<file path="config.mk">
export PLATFORM = sky130hd
export DESIGN_NAME = div_share_sched
export DESIGN_NICKNAME = d
export VERILOG_FILES = /design/src/rtl/div_share_sched.sv
export SDC_FILE = /design/constraint.sdc
export NUM_CORES = 1
export LEC_CHECK = 0
export BUFFER_PORTS_ARGS = -buffer_cell sky130_fd_sc_hd__buf_2
export CAP_MARGIN = 0
export CORE_AREA = 2 2 113 115
export CTS_CLUSTER_SIZE = 16
export DETAILED_ROUTE_END_ITERATION = 12
export DIE_AREA = 0 0 115 117
export GPL_TIMING_DRIVEN = 1
export PLACE_DENSITY = 0.84
export SLEW_MARGIN = 20
export SYNTH_ARGS = -nofsm -noshare
export SYNTH_HDL_FRONTEND = slang
export SYNTH_SLANG_ARGS = --single-unit
</file>
<file path="constraint.sdc">
create_clock -name Clk_i -period 6.5 [get_ports Clk_i]
set_input_delay 1.625 -clock Clk_i [delete_from_list [all_inputs] [get_ports Clk_i]]
set_output_delay 1.625 -clock Clk_i [all_outputs]
set_load 0.005 [all_outputs]
</file>
<file path="src/rtl/div_share_sched.sv">
// Shares one sequential rounding divider between N_REQ requesters (accept, start, wait, respond).
// Macro DIV_SHARE_RR_EN: defined = rotating round-robin arbitration, undefined = fixed lowest-index priority.
module div_share_sched #(
    parameter int N_REQ   = 4,
    parameter int Z_L     = 32,
    parameter int D_L     = 17,
    parameter int TIMEOUT = 63
) (
    input  logic                     Clk_i,
    input  logic                     Rst_n_i,
    input  logic [N_REQ-1:0]         req_valid_i,
    output logic [N_REQ-1:0]         req_ready_o,
    input  logic [N_REQ*Z_L-1:0]     req_z_i,
    input  logic [N_REQ*D_L-1:0]     req_d_i,
    output logic                     rsp_valid_o,
    input  logic                     rsp_ready_i,
    output logic [Z_L-D_L:0]         rsp_q_o,
    output logic [$clog2(N_REQ)-1:0] rsp_id_o,
    output logic                     rsp_err_o,
    output logic                     div_start_o,
    output logic [Z_L-1:0]           div_z_o,
    output logic [D_L-1:0]           div_d_o,
    input  logic [Z_L-D_L:0]         div_q_i,
    input  logic                     div_finish_i
);
    localparam int IW = $clog2(N_REQ);
    localparam int CW = $clog2(TIMEOUT + 1);
    localparam logic [CW-1:0] TMAX = CW'(TIMEOUT);

    typedef enum logic [1:0] {IDLE, START, WAIT, RESP} state_t;

    state_t           state, state_nxt;
    logic [IW-1:0]    grant;
    logic             grant_vld;
    logic             accept;
    logic [Z_L-1:0]   sel_z, z_q;
    logic [D_L-1:0]   sel_d, d_q;
    logic [CW-1:0]    cnt;
    logic [Z_L-D_L:0] q_q;
    logic [IW-1:0]    id_q;
    logic             err_q;

`ifdef DIV_SHARE_RR_EN
    logic [IW-1:0] ptr;
    logic [IW:0]   slot;
    logic [IW:0]   ptr_inc;

    // Search starts at the pointer and wraps upward; first valid slot wins.
    always_comb begin
        grant     = '0;
        grant_vld = 1'b0;
        slot      = '0;
        for (int unsigned k = 0; k < N_REQ; k++) begin
            slot = {1'b0, ptr} + (IW+1)'(k);
            if (slot >= (IW+1)'(N_REQ))
                slot = slot - (IW+1)'(N_REQ);
            if (!grant_vld && req_valid_i[slot[IW-1:0]]) begin
                grant_vld = 1'b1;
                grant     = slot[IW-1:0];
            end
        end
    end

    assign ptr_inc = {1'b0, grant} + (IW+1)'(1);

    always_ff @(posedge Clk_i or negedge Rst_n_i) begin
        if (!Rst_n_i)
            ptr <= '0;
        else if (accept)
            ptr <= (ptr_inc >= (IW+1)'(N_REQ)) ? '0 : ptr_inc[IW-1:0];
    end
`else
    logic [IW-1:0] idx;

    always_comb begin
        grant     = '0;
        grant_vld = 1'b0;
        idx       = '0;
        for (int unsigned k = 0; k < N_REQ; k++) begin
            idx = IW'(k);
            if (!grant_vld && req_valid_i[idx]) begin
                grant_vld = 1'b1;
                grant     = idx;
            end
        end
    end
`endif

    always_comb begin
        sel_z = '0;
        sel_d = '0;
        for (int unsigned k = 0; k < N_REQ; k++) begin
            if (grant == IW'(k)) begin
                sel_z = req_z_i[k*Z_L +: Z_L];
                sel_d = req_d_i[k*D_L +: D_L];
            end
        end
    end

    // Acceptance is masked during reset so req_ready_o reads 0 while Rst_n_i is low.
    assign accept = Rst_n_i && grant_vld && (state == IDLE);

    always_comb begin
        req_ready_o = '0;
        if (accept)
            req_ready_o[grant] = 1'b1;
    end

    always_ff @(posedge Clk_i or negedge Rst_n_i) begin
        if (!Rst_n_i)
            state <= IDLE;
        else
            state <= state_nxt;
    end

    always_comb begin
        state_nxt = state;
        case (state)
            IDLE:  if (accept) state_nxt = (sel_d == '0) ? RESP : START;
            START: state_nxt = WAIT;
            WAIT:  if (div_finish_i || cnt == TMAX) state_nxt = RESP;
            RESP:  if (rsp_ready_i) state_nxt = IDLE;
            default: state_nxt = IDLE;
        endcase
    end

    always_ff @(posedge Clk_i or negedge Rst_n_i) begin
        if (!Rst_n_i) begin
            z_q   <= '0;
            d_q   <= '0;
            cnt   <= '0;
            q_q   <= '0;
            id_q  <= '0;
            err_q <= 1'b0;
        end else begin
            if (accept) begin
                z_q  <= sel_z;
                d_q  <= sel_d;
                id_q <= grant;
                if (sel_d == '0) begin
                    q_q   <= '1;
                    err_q <= 1'b1;
                end
            end
            if (state == START)
                cnt <= '0;
            if (state == WAIT) begin
                cnt <= cnt + 1'b1;
                if (div_finish_i) begin
                    q_q   <= div_q_i;
                    err_q <= 1'b0;
                end else if (cnt == TMAX) begin
                    q_q   <= '0;
                    err_q <= 1'b1;
                end
            end
        end
    end

    assign div_start_o = (state == START);
    assign div_z_o     = z_q;
    assign div_d_o     = d_q;
    assign rsp_valid_o = (state == RESP);
    assign rsp_q_o     = q_q;
    assign rsp_id_o    = id_q;
    assign rsp_err_o   = err_q;

endmodule

</file>
==> results of run 1 <==
metal layers:
metal	wire length [um]	vias up
met5	27	-
met4	365	4
met3	1510	37
met2	8000	269
met1	6680	2511
li1	-	2618
worst paths after layout:
check	endpoint
max	req_ready_o[3]
min	div_z_o[30]
max reg2reg	rsp_q_o[5]
min reg2reg	div_z_o[30]
max in group asynchronous	div_z_o[11]
min in group asynchronous	rsp_id_o[1]
through the flow:
stage / total power [mW] / instance area (um2) / hold WS [ns] / worst slack [ns]
2_1_floorplan: 1.25 / 4830 / 0.470 / 2.03
3_3_place_gp: 1.63 / 6320 / 0.457 / 1.91
3_5_place_dp: 1.65 / 6320 / 0.463 / 1.90
4_1_cts: 2.14 / 6600 / 0.478 / 1.91
5_1_grt: 2.30 / 6600 / 0.507 / 1.75
6_report: 2.12 / 6610 / 0.474 / 1.95
power by group:
group / internal [mW] / switching [mW]
Combinational: 0.386 / 0.454
Sequential: 0.685 / 0.120
Clock: 0.265 / 0.212
Total: 1.34 / 0.786
worst max-delay path, stage by stage:
cell and delay [ns]:
buf_2 0.47, nor2_2 0.17, nand2_1 0.16, nand3_2 0.17
nor2_1 0.18, buf_2 0.14
registers in the layout (all words and copies together), names as in the netlist:
register and count:
cnt 6, rsp_id_o 2, rsp_q_o 16, div_d_o 17, state 2, div_z_o 32, rsp_err_o 1
synth_stat cells (7+ instances only):
library cell,n,area share
clkbuf_1,24,0.019
a21oi_2,10,0.018
a31oi_1,9,0.012
a211oi_1,33,0.051
a22o_1,9,0.016
a21oi_1,69,0.071
inv_1,7,0.0054
mux2i_1,35,0.073
o21ai_0,55,0.057
a221oi_1,7,0.013
buf_2,15,0.016
o21ai_1,7,0.0072
nor2_1,64,0.050
dfrtp_1,76,0.39
o2bb2ai_1,9,0.016
nand2_1,88,0.068
nand2b_1,17,0.022
cell families after synthesis:
kind of cell / Yosys count / share of synthesized area
and+or+nand+nor: 200 / 0.192
DFF: 76 / 0.394
adders and majority gates: 6 / 0.0155
AOI/OAI and AO/OA: 213 / 0.270
xor gates and xnor gates: 1 / 0.00181
muxes: 35 / 0.0725
buffers and inverters: 57 / 0.0544
layout by cell type, fill, tap and decap left out, types with 6 or more instances in the layout:
cell type,Yosys,layout
o2bb2ai_1,9,9
clkbuf_16,0,9
buf_2,15,292
a31oi_1,9,9
nand2b_1,17,17
o21ai_1,7,7
a22o_1,9,9
nand2_1,88,87
a211oi_1,33,33
o21ai_0,55,55
ha_1,6,6
inv_1,7,7
dfrtp_1,76,76
a21oi_2,10,11
nor2_1,64,64
a21oi_1,69,68
mux2i_1,35,35
buf_4,4,7
a221oi_1,7,7
cell type report:
type                       count  share of cell area
multi-input combinational    455               0.407
sequential                    76               0.288
timing repair buffer         299               0.229
clock buffer                   9              0.0341
tap                          150              0.0284
clock inverter                 7             0.00871
inverter                       7             0.00398
antenna                        2            0.000758
==> impl_results.md, run 1 <==
* Cell Count, Final, Fillers Out at between 1k and 1.5k
* TritonRoute pass-1 iters at 6
* Fin util at 0.536
* Largest net degree at the start of global routing at 74
* Syn Nets at 814
* PwrDens at 321 mW/mm2
* Clk sinks at 76
* Synth-to-layout area growth at 36.7%
* First-pass GRT wire length at ~26000 um
* Worst-Skew Late Latency at between 0.3 and 0.4 ns
* Reg-to-reg slack, setup at 4.29 ns
* Clk root buf: clkbuf_16
* Period minus WS final at 4.55 ns
* Max_slew headroom at 0.395
* Clock-pin slew on the worst setup and hold paths at about 0.060 ns
* Syn_area_per_cell at between 8 and 9 um2
* Worst Reg2Reg Path Length in Cells at 6
* Hold path start: div_z_o[30]
* GRT met1 Usage at 0.301
* Initial antenna violation count at 3
* Dpl cells at 987
* CP endpoint kind: primary output
* Netlist cell types at 42
* Num CTS Buffers at 9
* Vias per inst at ~5.4
* Tcrit/Tclk final at 0.699
* Post-layout net count at around 1.1k
* Routability cong. at around 0.87
* Sequential fraction of the synthesis area at 0.394
* Worst EP required at a little under 5 ns
* Multi-input logic area at about 0.0027 mm2
* Die Wd at approximately 120 um
* FF-to-FF Start: state[0]
* Core ar. at between 0.01 and 0.015 mm2
* Num rows at 41
* Mapped cell area at ~0.0048 mm2
* Mapped Cells at slightly below 600
* CTS resizes at 0
* Hold Vio Cnt, Final at 0
* Post-CTS Repair Setup Buffers at 0
* Met2 usage at 0.401
* Synth Flop Type: dfrtp_1
* Fillers at 1187
* Die Area at 0.0135 mm2
* Clock Skew at roughly 0.0071 ns
* DP HPWL at ~13000 um
* CTS max path bufs at 2
* Total Routing Usage GR at 0.241
* Critical path type: input pin to primary output
* Worst min path class: flip-flop to flip-flop
* Residual DRC count at 0
* Yosys warns at 0
* Crit path launch: req_valid_i[0]
* Max FO, Critical Path at 25
* CP Launch Type: input pin
* Worst Tran Pin Value at ~0.9 ns
* Final ANT Viol Nets at 0
* Layout cells sized above 1 at 0.394
* Arrival time at the worst endpoint at between 2 and 3 ns
* Post-synthesis async set-or-reset flop share at 1.00
* Post-synth EDFFs at 0
* Routed WL per cell at about 17 um
* Maxcap violations at 0
* Vias in the first global route at 5076
* H-tree depth at 3
* 1st-iter DRT viols at around 380
* Peak supply drop at between 0.1 and 0.15 mV
* Slew Viols, Final at 0
* Busiest grt layer: met2
* Leakage dissipation at between 3 and 4 nW
* Final Setup Violations at 0
* Io pins at about 300
* Status: finished, final reports clean
* Max Clk Rate at around 0.22 GHz
* Starting Density at 0.392
* Final wirelength at ~17000 um
* RSZ-0062 raised after global routing: false
* TritonCTS clock tree: built
* Sequential cell area at roughly 0.0019 mm2
* Port bufs at approximately 290
* FF+latch count, synth at between 70 and 80
* Die height at ~120 um
* Hold Path Stages at 2
* Via count at 5439
* Met3 GRT Util at 0.0716
* TNS Setup at 0 ns
* Grt ovf at 0
* Hold Buf Count CTS at 0
Note: power is estimated with default switching activity, not from simulation.
==> run 2, diff against run 1 <==
--- a/config.mk
+++ b/config.mk
@@ -5,6 +5,7 @@
 export SDC_FILE = /design/constraint.sdc
 export NUM_CORES = 1
 export LEC_CHECK = 0
+export ABC_AREA = 1
 export BUFFER_PORTS_ARGS = -buffer_cell sky130_fd_sc_hd__buf_2
 export CAP_MARGIN = 0
 export CORE_AREA = 2 2 113 115
@@ -12,7 +13,7 @@
 export DETAILED_ROUTE_END_ITERATION = 12
 export DIE_AREA = 0 0 115 117
 export GPL_TIMING_DRIVEN = 1
-export PLACE_DENSITY = 0.84
+export PLACE_DENSITY = 0.82
 export SLEW_MARGIN = 20
 export SYNTH_ARGS = -nofsm -noshare
 export SYNTH_HDL_FRONTEND = slang
==> constraint.sdc (replaced) <==
create_clock -name Clk_i -period 4.65 [get_ports Clk_i]
set_input_delay 1.1625 -clock Clk_i [delete_from_list [all_inputs] [get_ports Clk_i]]
set_output_delay 1.1625 -clock Clk_i [all_outputs]
set_load 0.005 [all_outputs]
==> impl_results.md, run 2 <==
* Status: finished, final reports clean (unchanged)
* Vias in the first global route at 5110 (was 5076)
* Residual DRC count at 0 (unchanged)
* Hold WS at 0.476 ns (was 0.474 ns)
* Ranking of synthesized cells by area: dfrtp_1 (42%), nand2_1 (24%), nand3_1 (7.1%), o211ai_1 (5.3%), a21oi_1 (4.4%) (was dfrtp_1 (39%), mux2i_1 (7.3%), a21oi_1 (7.1%), nand2_1 (6.8%), o21ai_0 (5.7%))
* Post-CTS Repair Setup Buffers at 0 (unchanged)
* Max_slew headroom at 0.350 (was 0.395)
* Layout cells sized above 1 at 0.357 (was 0.394)
* TritonCTS clock tree: built (unchanged)
* Port bufs at 293 (unchanged)
* Worst Reg2Reg Path Length in Cells at 8 (was 6)
* Clock Skew at 0.00962 ns (was 0.00714 ns)
* Fin util at 0.519 (was 0.536)
* Largest net degree at the start of global routing at 75 (was 74)
* TritonRoute pass-1 iters at 5 (was 6)
* Fillers at 1254 (was 1187)
* Worst-Skew Late Latency at 0.34 ns (was 0.33 ns)
* Mapped Cells at 649 (was 588)
* Hold Vio Cnt, Final at 0 (unchanged)
* Die Wd at 115 um (unchanged)
* Pwr Total at 2.97 mW (was 2.12 mW)
* Place WS at 0.900 ns (was 1.90 ns)
* Die height at 117 um (unchanged)
* Top post-synthesis cells by count: nand2_1 (287), dfrtp_1 (76), nand3_1 (65), a21oi_1 (40) (was nand2_1 (88), dfrtp_1 (76), a21oi_1 (69), nor2_1 (64), o21ai_0 (55))
* FF-to-FF Start: state[0] (unchanged)
* CP endpoint kind: primary output (unchanged)
* 1st-iter DRT viols at 414 (was 381)
* Starting Density at 0.370 (was 0.392)
* Routability cong. at 0.871 (was 0.869)
* FF+latch count, synth at 76 (unchanged)
* Syn Nets at 875 (was 814)
* Routed WL per cell at 16.0 um (was 16.5 um)
* Final ANT Viol Nets at 0 (unchanged)
* Post-layout net count at 1149 (was 1074)
* Top-count cell post-synth: nand2_1 (unchanged)
* Worst Tran Pin Value at 0.976 ns (was 0.904 ns)
* TNS Setup at 0 ns (unchanged)
* Worst r2r dst: rsp_id_o[0] (was rsp_q_o[5])
* Hold EP: div_d_o[9] (was div_z_o[30])
* Synth Flop Type: dfrtp_1 (unchanged)
* RSZ-0062 raised after global routing: false (unchanged)
* Post-synthesis async set-or-reset flop share at 1.00 (unchanged)
* First-pass GRT wire length at 25800 um (was 25600 um)
* Peak supply drop at 0.185 mV (was 0.131 mV)
* Post-synth top area share at 0.417 (was 0.394)
* Post-synth EDFFs at 0 (unchanged)
* PwrDens at 465 mW/mm2 (was 321 mW/mm2)
* CTS max path bufs at 2 (unchanged)
* Io pins at 294 (unchanged)
* Critical path type: input pin to primary output (unchanged)
* Hold Path Stages at 2 (unchanged)
* Yosys warns at 0 (unchanged)
* Hold path start: div_d_o[9] (was div_z_o[30])
* Worst EP required at 3.49 ns (was 4.88 ns)
* Final Setup Violations at 0 (unchanged)
* Initial antenna violation count at 2 (was 3)
* Core ar. at 0.0123 mm2 (unchanged)
* Synth-to-layout area growth at 40.2% (was 36.7%)
* Syn_area_per_cell at 7.02 um2 (was 8.22 um2)
* Most common cell after layout, fill and taps aside: buf_2 (unchanged)
* Num rows at 41 (unchanged)
* Sequential fraction of the synthesis area at 0.417 (was 0.394)
* Leakage dissipation at 3.62 nW (was 3.25 nW)
* CP Launch Type: input pin (unchanged)
* Clk root buf: clkbuf_16 (unchanged)
* Total Routing Usage GR at 0.249 (was 0.241)
* Setup slack after layout at 0.915 ns (was 1.95 ns)
* Max reg flops at 32 (unchanged)
* Die Area at 0.0135 mm2 (unchanged)
* Maxcap violations at 0 (unchanged)
* Via count at 5546 (was 5439)
* Reg-to-reg slack, setup at 2.63 ns (was 4.29 ns)
* Vias per inst at 5.15 (was 5.41)
* Final wirelength at 17200 um (was 16600 um)
* Max FO, Critical Path at 16 (was 25)
* Mapped cell area at 0.00456 mm2 (was 0.00483 mm2)
* Slew Viols, Final at 0 (unchanged)
* Num CTS Buffers at 9 (unchanged)
* Hold Buf Count CTS at 0 (unchanged)
* Clock-pin slew on the worst setup and hold paths at 0.05 ns (was 0.06 ns)
* Most frequent cells in the layout: buf_2 (292), nand2_1 (287), dfrtp_1 (76) (was buf_2 (292), nand2_1 (87), dfrtp_1 (76))
* Period minus WS final at 3.73 ns
* H-tree depth at 3 (unchanged)
* Arrival time at the worst endpoint at 2.57 ns (was 2.92 ns)
* Worst min path class: flip-flop to flip-flop (unchanged)
* CTS resizes at 0 (unchanged)
* Netlist cell types at 32 (was 42)
* DP HPWL at 12800 um (was 12500 um)
* Max Clk Rate at roughly 0.27 GHz
* Grt ovf at 0 (unchanged)
* Clk sinks at 76 (unchanged)
* Tcrit/Tclk final at 0.803
* Post-synth top area cell: dfrtp_1 (unchanged)
-- run 2: metal layers --
metal / vias to the layer above / routed length [um] / track usage
met5: - / 13 / 0
met4: 2 / 514 / 0.108
met3: 43 / 1440 / 0.0561
met2: 313 / 8230 / 0.420
met1: 2508 / 6990 / 0.309
li1: 2680 / - / -
-- run 2: metrics by stage --
| stage | std cells | area (um2) |
|---|---|---|
| finish | 1077 | 6390 |
| global route | 1076 | 6380 |
| CTS | 1076 | 6380 |
| detailed placement | 1062 | 6100 |
| global placement | 1062 | 6100 |
| floorplan | 649 | 4560 |
-- run 2: final cells by class --
type,instances,area [um2],share of cell area
multi-input combinational,498,2350,0.367
sequential,76,1900,0.298
timing repair buffer,302,1540,0.241
clock buffer,12,267,0.0417
tap,150,188,0.0294
inverter,36,135,0.0212
clock inverter,2,10.0,0.00157
antenna,1,2.50,0.000392
-- run 2: worst max-delay path, cell delays in order --
cell and delay, ns:
buf_2 0.15, nor2_4 0.32, nand2_1 0.09, o21ai_0 0.30
nor2_2 0.15, inv_2 0.14, nor2_1 0.09, buf_2 0.16
-- run 2: how the worst max path moves through the flow --
stage / cells after the start / startpoint / end
5_1_grt: 8 / req_valid_i[1] / req_ready_o[1]
6_report: 8 / req_valid_i[1] / req_ready_o[1]
4_1_cts: 8 / req_valid_i[1] / req_ready_o[1]
3_5_place_dp: 8 / req_valid_i[1] / req_ready_o[1]
3_3_place_gp: 8 / req_valid_i[1] / req_ready_o[1]
2_1_floorplan: 7 / req_valid_i[3] / req_ready_o[2]
-- run 2: power breakdown --
| group | switching (mW) | total [mW] | leakage [nW] | internal, mW |
|---|---|---|---|---|
| clock network | 0.264 | 0.661 | 0.140 | 0.397 |
| logic | 0.677 | 1.20 | 2.52 | 0.527 |
| registers | 0.159 | 1.11 | 0.962 | 0.947 |
| total | 1.10 | 2.97 | 3.62 | 1.87 |
-- run 2: cells by family after synthesis --
family,count (synthesis),share of synthesized area
compound gates,86,0.115
buf+inv,75,0.0698
fa+ha+maj,6,0.0165
simple gates,406,0.382
flops,76,0.417
